**config.mk**
```make
export PLATFORM = sky130hd
export DESIGN_NAME = xvec_mul_div_lanes
export DESIGN_NICKNAME = d
export VERILOG_FILES = /design/src/rtl/xvec_mul_div_lanes_pkg.sv /design/src/rtl/xvec_mul_div_lanes_lane.sv /design/src/rtl/xvec_mul_div_lanes.sv
export SDC_FILE = /design/constraint.sdc
export NUM_CORES = 2
export LEC_CHECK = 0
export CAP_MARGIN = 20
export CORE_UTILIZATION = 40
export DETAILED_ROUTE_END_ITERATION = 10
export DONT_BUFFER_PORTS = 1
export GPL_TIMING_DRIVEN = 0
export HOLD_SLACK_MARGIN = 0.02
export PLACE_DENSITY = 0.59
export SLEW_MARGIN = 25
export SYNTH_ARGS = -nofsm -noshare
export SYNTH_HDL_FRONTEND = slang
export SYNTH_HIERARCHICAL = 1
export SYNTH_SLANG_ARGS = --single-unit
```
**constraint.sdc**
```tcl
create_clock -name clk -period 5.22 [get_ports clk]
set_clock_uncertainty 0.1 [all_clocks]
set_input_delay 0 -clock clk [delete_from_list [all_inputs] [get_ports clk]]
set_output_delay 0 -clock clk [all_outputs]
set_load 0.01 [all_outputs]
```
**src/rtl/xvec_mul_div_lanes_pkg.sv**
```systemverilog
// Shared op/state encodings for the xvec multi-lane multiply/divide unit.
// The divide datapath is built only when XVEC_MD_DIV_EN is defined; it is left out by default.
package xvec_mul_div_lanes_pkg;

   typedef enum logic [1:0] {
      OP_MUL  = 2'd0,
      OP_MULH = 2'd1,
      OP_DIV  = 2'd2,
      OP_REM  = 2'd3
   } md_op_e;

   typedef enum logic [1:0] {
      ST_IDLE    = 2'd0,
      ST_COMPUTE = 2'd1,
      ST_SETUP   = 2'd2,
      ST_DONE    = 2'd3
   } md_state_e;

   function automatic logic is_div_op(input md_op_e op);
      return (op == OP_DIV) || (op == OP_REM);
   endfunction

endpackage

```
**src/rtl/xvec_mul_div_lanes_lane.sv**
```systemverilog
// One lane of the radix-2 shift/add multiplier and restoring divider, plus the final sign/half select.
// The compare/subtract step exists only when XVEC_MD_DIV_EN is defined.
module xvec_mul_div_lanes_lane
   import xvec_mul_div_lanes_pkg::*;
#(
   parameter int XLEN  = 32,
   parameter int CNT_W = $clog2(XLEN)
) (
   input  logic             clk,
   input  logic             reset,
   input  logic             i_accept,
   input  md_op_e           i_req_op,
   input  logic             i_req_in_1_signed,
   input  logic             i_req_in_2_signed,
   input  logic             i_req_mask,
   input  logic [XLEN-1:0]  i_req_in_1,
   input  logic [XLEN-1:0]  i_req_in_2,
   input  md_op_e           i_op,
   input  logic             i_mask,
   input  logic [CNT_W-1:0] i_counter,
   input  md_state_e        i_state,
   output logic [XLEN-1:0]  o_result
);

   localparam int IDX_W = $clog2(2 * XLEN);

   logic [2*XLEN-1:0] r_a;
   logic [2*XLEN-1:0] r_b;
   logic [2*XLEN-1:0] r_result;
   logic              r_negate;

   logic              w_neg_1;
   logic              w_neg_2;
   logic [XLEN-1:0]   w_abs_1;
   logic [XLEN-1:0]   w_abs_2;
   logic              w_negate;
   logic [2*XLEN-1:0] w_sel;
   logic [2*XLEN-1:0] w_signed;
   logic [2*XLEN-1:0] w_setup;
   logic [IDX_W-1:0]  w_idx;

   assign w_neg_1 = i_req_in_1_signed & i_req_in_1[XLEN-1];
   assign w_neg_2 = i_req_in_2_signed & i_req_in_2[XLEN-1];
   assign w_abs_1 = w_neg_1 ? -i_req_in_1 : i_req_in_1;
   assign w_abs_2 = w_neg_2 ? -i_req_in_2 : i_req_in_2;
   assign w_idx   = IDX_W'(i_counter);

   // A zero divisor clears the DIV negate so the all-ones quotient comes out unchanged.
   // NOTE: every always_comb output gets a default first, otherwise a missed branch infers a latch.
   always_comb begin
      w_negate = 1'b0;
      case (i_req_op)
         OP_MUL, OP_MULH: w_negate = w_neg_1 ^ w_neg_2;
         OP_DIV:          w_negate = (w_neg_1 ^ w_neg_2) & (|i_req_in_2);
         OP_REM:          w_negate = w_neg_1;
         default:         w_negate = 1'b0;
      endcase
   end

   // Masked lanes keep the raw operand in r_a and hand it back in SETUP.
   always_comb begin
      w_sel    = (i_op == OP_REM) ? r_a : r_result;
      w_signed = r_negate ? -w_sel : w_sel;
      if (!i_mask) begin
         w_setup = {{XLEN{1'b0}}, r_a[XLEN-1:0]};
      end else if (i_op == OP_MULH) begin
         w_setup = {{XLEN{1'b0}}, w_signed[2*XLEN-1:XLEN]};
      end else begin
         w_setup = {{XLEN{1'b0}}, w_signed[XLEN-1:0]};
      end
`ifndef XVEC_MD_DIV_EN
      if (is_div_op(i_op)) begin
         w_setup = '0;
      end
`endif
   end

   // NOTE: state registers use non-blocking assignments so every flop samples pre-edge values.
   always_ff @(posedge clk) begin
      if (reset) begin
         r_a      <= '0;
         r_b      <= '0;
         r_result <= '0;
         r_negate <= 1'b0;
      end else if (i_accept) begin
         r_a      <= {{XLEN{1'b0}}, (i_req_mask ? w_abs_1 : i_req_in_1)};
         r_b      <= {w_abs_2, {XLEN{1'b0}}} >> 1;
         r_result <= '0;
         r_negate <= i_req_mask & w_negate;
      end else if (i_state == ST_COMPUTE && i_mask) begin
         if (is_div_op(i_op)) begin
`ifdef XVEC_MD_DIV_EN
            if (r_a >= r_b) begin
               r_a             <= r_a - r_b;
               r_result[w_idx] <= 1'b1;
            end
`endif
         end else if (r_a[w_idx]) begin
            r_result <= r_result + r_b;
         end
         r_b <= r_b >> 1;
      end else if (i_state == ST_SETUP) begin
         r_result <= w_setup;
      end
   end

   assign o_result = r_result[XLEN-1:0];

endmodule

```
**src/rtl/xvec_mul_div_lanes.sv**
```systemverilog
// Multi-lane iterative MUL/MULH/DIV/REM unit: FSM, shared counter, latched op/mask and handshakes.
// Define XVEC_MD_DIV_EN to build the divide datapath; otherwise DIV/REM return 0 with resp_illegal.
module xvec_mul_div_lanes
   import xvec_mul_div_lanes_pkg::*;
#(
   parameter int LANES = 2,
   parameter int XLEN  = 32
) (
   input  logic                  clk,
   input  logic                  reset,
   input  logic                  req_valid,
   output logic                  req_ready,
   input  logic [1:0]            req_op,
   input  logic                  req_in_1_signed,
   input  logic                  req_in_2_signed,
   input  logic [LANES-1:0]      req_mask,
   input  logic [LANES*XLEN-1:0] req_in_1,
   input  logic [LANES*XLEN-1:0] req_in_2,
   output logic                  resp_valid,
   input  logic                  resp_ready,
   output logic [LANES*XLEN-1:0] resp_result,
   output logic                  resp_illegal
);

   localparam int CNT_W = $clog2(XLEN);

   md_state_e        r_state;
   md_state_e        w_state_next;
   logic [CNT_W-1:0] r_counter;
   md_op_e           r_op;
   logic [LANES-1:0] r_mask;
   logic             r_illegal;
   logic             w_accept;

   assign w_accept     = req_valid & (r_state == ST_IDLE);
   assign req_ready    = (r_state == ST_IDLE);
   assign resp_valid   = (r_state == ST_DONE);
   assign resp_illegal = r_illegal;

   always_ff @(posedge clk) begin
      if (reset) begin
         r_state <= ST_IDLE;
      end else begin
         r_state <= w_state_next;
      end
   end

   always_comb begin
      w_state_next = r_state;
      case (r_state)
         ST_IDLE:    if (w_accept)           w_state_next = ST_COMPUTE;
         ST_COMPUTE: if (r_counter == '0)    w_state_next = ST_SETUP;
         ST_SETUP:                           w_state_next = ST_DONE;
         ST_DONE:    if (resp_ready)         w_state_next = ST_IDLE;
         default:                            w_state_next = ST_IDLE;
      endcase
   end

   // The counter wraps after its last COMPUTE step; the FSM has already left COMPUTE by then.
   always_ff @(posedge clk) begin
      if (reset) begin
         r_counter <= '0;
         r_op      <= OP_MUL;
         r_mask    <= '0;
         r_illegal <= 1'b0;
      end else if (w_accept) begin
         r_counter <= CNT_W'(XLEN - 1);
         r_op      <= md_op_e'(req_op);
         r_mask    <= req_mask;
`ifdef XVEC_MD_DIV_EN
         r_illegal <= 1'b0;
`else
         r_illegal <= is_div_op(md_op_e'(req_op));
`endif
      end else if (r_state == ST_COMPUTE) begin
         r_counter <= r_counter - 1'b1;
      end
   end

   for (genvar g = 0; g < LANES; g++) begin : g_lane
      xvec_mul_div_lanes_lane #(
         .XLEN  (XLEN),
         .CNT_W (CNT_W)
      ) u_lane (
         .clk               (clk),
         .reset             (reset),
         .i_accept          (w_accept),
         .i_req_op          (md_op_e'(req_op)),
         .i_req_in_1_signed (req_in_1_signed),
         .i_req_in_2_signed (req_in_2_signed),
         .i_req_mask        (req_mask[g]),
         .i_req_in_1        (req_in_1[g*XLEN +: XLEN]),
         .i_req_in_2        (req_in_2[g*XLEN +: XLEN]),
         .i_op              (r_op),
         .i_mask            (r_mask[g]),
         .i_counter         (r_counter),
         .i_state           (r_state),
         .o_result          (resp_result[g*XLEN +: XLEN])
      );
   end

endmodule

```
==> impl_metrics.env <==
export IMPL_status="finished clean"
export IMPL_synth_edf_count=0
export IMPL_hp_class="in -> reg"
export IMPL_setup_slack_ns=0.224
export IMPL_routabilityCongestion=1.11
export IMPL_viasPerCell=6.19
export IMPL_whs_ns=0.0445
export IMPL_io_buffers=0
export IMPL_p_per_area_mw_per_mm2=378
export IMPL_syn_nets=4369
export IMPL_worstPathMaxFanout=19
export IMPL_ys_async_sr_fraction_pct=0
export IMPL_clk_pin_slew_ns=0.06
export IMPL_leakage_uw=0.0133
export IMPL_end_kind="register"
export IMPL_grt_util_all_layers_pct=34.5
export IMPL_required_ns=5.58
export IMPL_drt_iter0_markers=3512
export IMPL_routedWlPerCell_um=24.8
export IMPL_setup_violations=0
export IMPL_cts_tree="yes"
export IMPL_switchingPower_uw=6060
export IMPL_clockPowerShare_pct=24.2
export IMPL_clockRootBuffer="clkbuf_16"
export IMPL_rsz0062_at_grt="no"
export IMPL_rrSetupSlack_ns=0.22
export IMPL_drc=0
export IMPL_hpwl_um=102000
export IMPL_fp_row_count=99
export IMPL_min_to="g_lane[0].u_lane/r_b[51]$_SDFFE_PP0P_"
export IMPL_layout_common_cells="nand2_1, a21oi_1, nor2_1"
export IMPL_ys_types=113
export IMPL_stdcell_count=5397
export IMPL_cts_sinks=332
export IMPL_slew_violations=0
export IMPL_max_cap_viol_count=0
export IMPL_syn_instance_count=4091
export IMPL_dp_cells=5050
export IMPL_timing_rr_end="g_lane[0].u_lane/r_result[12]$_SDFFE_PP0P_"
export IMPL_fill_cells=7436
export IMPL_fin_nets=4662
export IMPL_timing_rr_start="r_op[0]$_SDFFE_PP0P_"
export IMPL_worstSetupPathType="reg -> reg"
export IMPL_ys_ff_latch=332
export IMPL_pin_count=205
export IMPL_num_vias=33400
export IMPL_grt_ovfl_total=0
export IMPL_power_frac_seq_pct=27.4
export IMPL_period_share_pct=95.7
export IMPL_drive_above_1_share_pct=5.84
export IMPL_slew_headroom_pct=23.0
export IMPL_internal_power_uw=7040
export IMPL_place_ws_ns=-0.583
export IMPL_r2r_worst_path_cells=16
export IMPL_arrival_ns=5.36
export IMPL_finalCriticalPeriod_ns=5.00
export IMPL_final_common_cell="nand2_1"
export IMPL_clock_latency_ns=0.60
export IMPL_final_area_mm2=0.0347
export IMPL_max_vdd_ir_drop_v=0.000244
export IMPL_ys_warnings_count=6
export IMPL_core_mm2=0.0730
export IMPL_die_h_um=273
export IMPL_swShare_pct=46.2
export IMPL_syn_area_mm2=0.0295
export IMPL_placed_area_mm2=0.0307
export IMPL_holdPathStages=7
export IMPL_initial_utilization_pct=40.4
export IMPL_grt_pass1_wl_um=197000
export IMPL_tightest_slew_ns=1.15
export IMPL_comb_power_share_pct=48.4
export IMPL_die_area_mm2=0.0747
export IMPL_ff_latch_area_mm2=0.00665
export IMPL_grt_max_degree=20
export IMPL_hp_start="req_in_2[11]"
export IMPL_synth_seq_area_share_pct=22.6
export IMPL_clock_path_buffers=3
export IMPL_multiInputGateArea_mm2=0.0210
export IMPL_htreeDepth=2
export IMPL_synthFlopType="dfxtp_1"
export IMPL_syn_avg_cell_area_um2=7.20
export IMPL_die_w_um=273
export IMPL_antenna_found_initial=12
export IMPL_drtPass1Iterations=7
export IMPL_area_delta_synth_final_pct=17.7
export IMPL_grt_pass1_vias=31500
export IMPL_clock_fmax_mhz=200
export IMPL_cts_buffers=45
export IMPL_hold_viol_final=0
export IMPL_ant_nets=0
export IMPL_wl_um=134000
export IMPL_crit_path_start_kind="register"
how the worst max path moves through the flow:
| stage | from | end | slack, ns |
|---|---|---|---|
| final | r_op[0]$_SDFFE_PP0P_ | g_lane[0].u_lane/r_result[12]$_SDFFE_PP0P_ | 0.22 |
| after CTS | r_op[0]$_SDFFE_PP0P_ | g_lane[1].u_lane/r_result[24]$_SDFFE_PP0P_ | 0.12 |
| after floorplan | r_op[0]$_SDFFE_PP0P_ | g_lane[0].u_lane/r_result[26]$_SDFFE_PP0P_ | 0.89 |
| after global routing | r_op[0]$_SDFFE_PP0P_ | g_lane[0].u_lane/r_result[12]$_SDFFE_PP0P_ | 0.07 |
| after global placement | r_op[0]$_SDFFE_PP0P_ | g_lane[1].u_lane/r_result[18]$_SDFFE_PP0P_ | -0.69 |
| after detailed placement | r_op[0]$_SDFFE_PP0P_ | g_lane[1].u_lane/r_result[18]$_SDFFE_PP0P_ | -0.58 |
flip-flops by register name, indices dropped and copies added, names as in the netlist:
signal,cells
g_lane.u_lane/r_result,128
g_lane.u_lane/r_b,126
g_lane.u_lane/r_a,64
r_counter,5
g_lane.u_lane/r_negate,2
r_mask,2
r_op,2
r_state,2
resp_illegal,1
power groups by stage:
stage / Sequential (µW) / Clock, µW / Combinational [µW]
after floorplan: 3240 / 0 / 4110
after global placement: 3590 / 0 / 5770
after global routing: 3600 / 3340 / 6720
final: 3590 / 3180 / 6340
after CTS: 3540 / 3230 / 6130
after detailed placement: 3590 / 0 / 5760
cells by family after synthesis:
group	count (synthesis)	synth area share (%)
DFF	332	22.6
AOI/OAI and AO/OA	1380	29.3
and+or+nand+nor	1461	23.3
xor gates and xnor gates	314	9.34
muxes	76	3.48
adders and majority gates	140	6.00
buffers and inverters	388	6.11
cells in the mapped netlist (16+ instances only):
library cell    n  area [µm²]
o21bai_1       28         210
nor3_1         86         430
and3_1         25         156
a21oi_1       508        2540
and2_1         21         131
nand3_1        82         410
nand4_1        52         325
o41ai_1        18         158
o21ai_0       281        1410
a311oi_1       17         149
o21a_1         16         120
nand2b_1       39         244
mux2i_1        48         480
nor4_1         39         244
buf_1          25        93.8
a21o_1         76         571
nand2_1       557        2090
o211ai_1       40         300
nor2_1        387        1450
a221oi_1       20         175
xnor2_1       154        1350
dfxtp_1       332        6650
inv_1          60         225
o22ai_1        23         144
xor2_1        160        1400
a31oi_1        54         338
or3_1          45         282
ha_1          138        1730
a211oi_1      112         841
clkbuf_1      210         788
o31ai_1        43         323
mux4_2         20         450
buf_4          69         518
nor2b_1        21         131
or2_2          16         100
area by class of cell:
class                   instances  area share [%]
multi-input cells            3371            60.6
flip-flops and latches        332            19.2
repair buffers                248            7.14
plain buffers                 325            4.52
clock buffers                  64            3.81
well taps                     959            3.46
inverters                      61           0.660
clock inverters                14           0.469
diodes                         23           0.166
metrics by stage:
stage / util (%) / TNS (ns) / total power (µW)
6_report: 47.5 / 0 / 13100
5_1_grt: 47.5 / 0 / 13700
4_1_cts: 47.5 / 0 / 12900
3_5_place_dp: 42.0 / -6.01 / 9350
3_3_place_gp: 42.0 / -7.17 / 9370
2_1_floorplan: - / 0 / 7350
critical path: stages, from the launching register on:
cell and delay, ns:
dfxtp_1 0.54, buf_4 0.26, nand2_4 0.22, clkbuf_2 0.35, a21boi_0 0.32, ha_1 0.26
o211ai_2 0.10, or3_1 0.36, buf_2 0.18, nand4bb_4 0.26, nand3b_1 0.45, o31ai_1 0.40
xnor2_1 0.20, a221oi_1 0.47, o22ai_1 0.15, mux2i_1 0.18, nor2_1 0.05
routing by layer:
layer	wire, µm	GRT usage [%]	vias to the layer above
met2	60800	56.6	1661
met5	18	0	-
li1	-	-	15500
met1	52800	41.8	15800
met3	10800	6.19	464
met4	9170	21.4	4
repair_timing:
| action | 4_1_cts | 5_1_grt |
|---|---|---|
| hold buffers | 245 | 0 |
| cloned | 0 | 0 |
| pin swaps | 2 | 0 |
| setup buffers | 3 | 0 |
| endpoints found under the hold margin | 192 | 0 |
| gates resized for setup | 3 | 3 |
| setup endpoints to repair | 27 | 5 |
No activity file was read; power rests on OpenSTA's default activity.
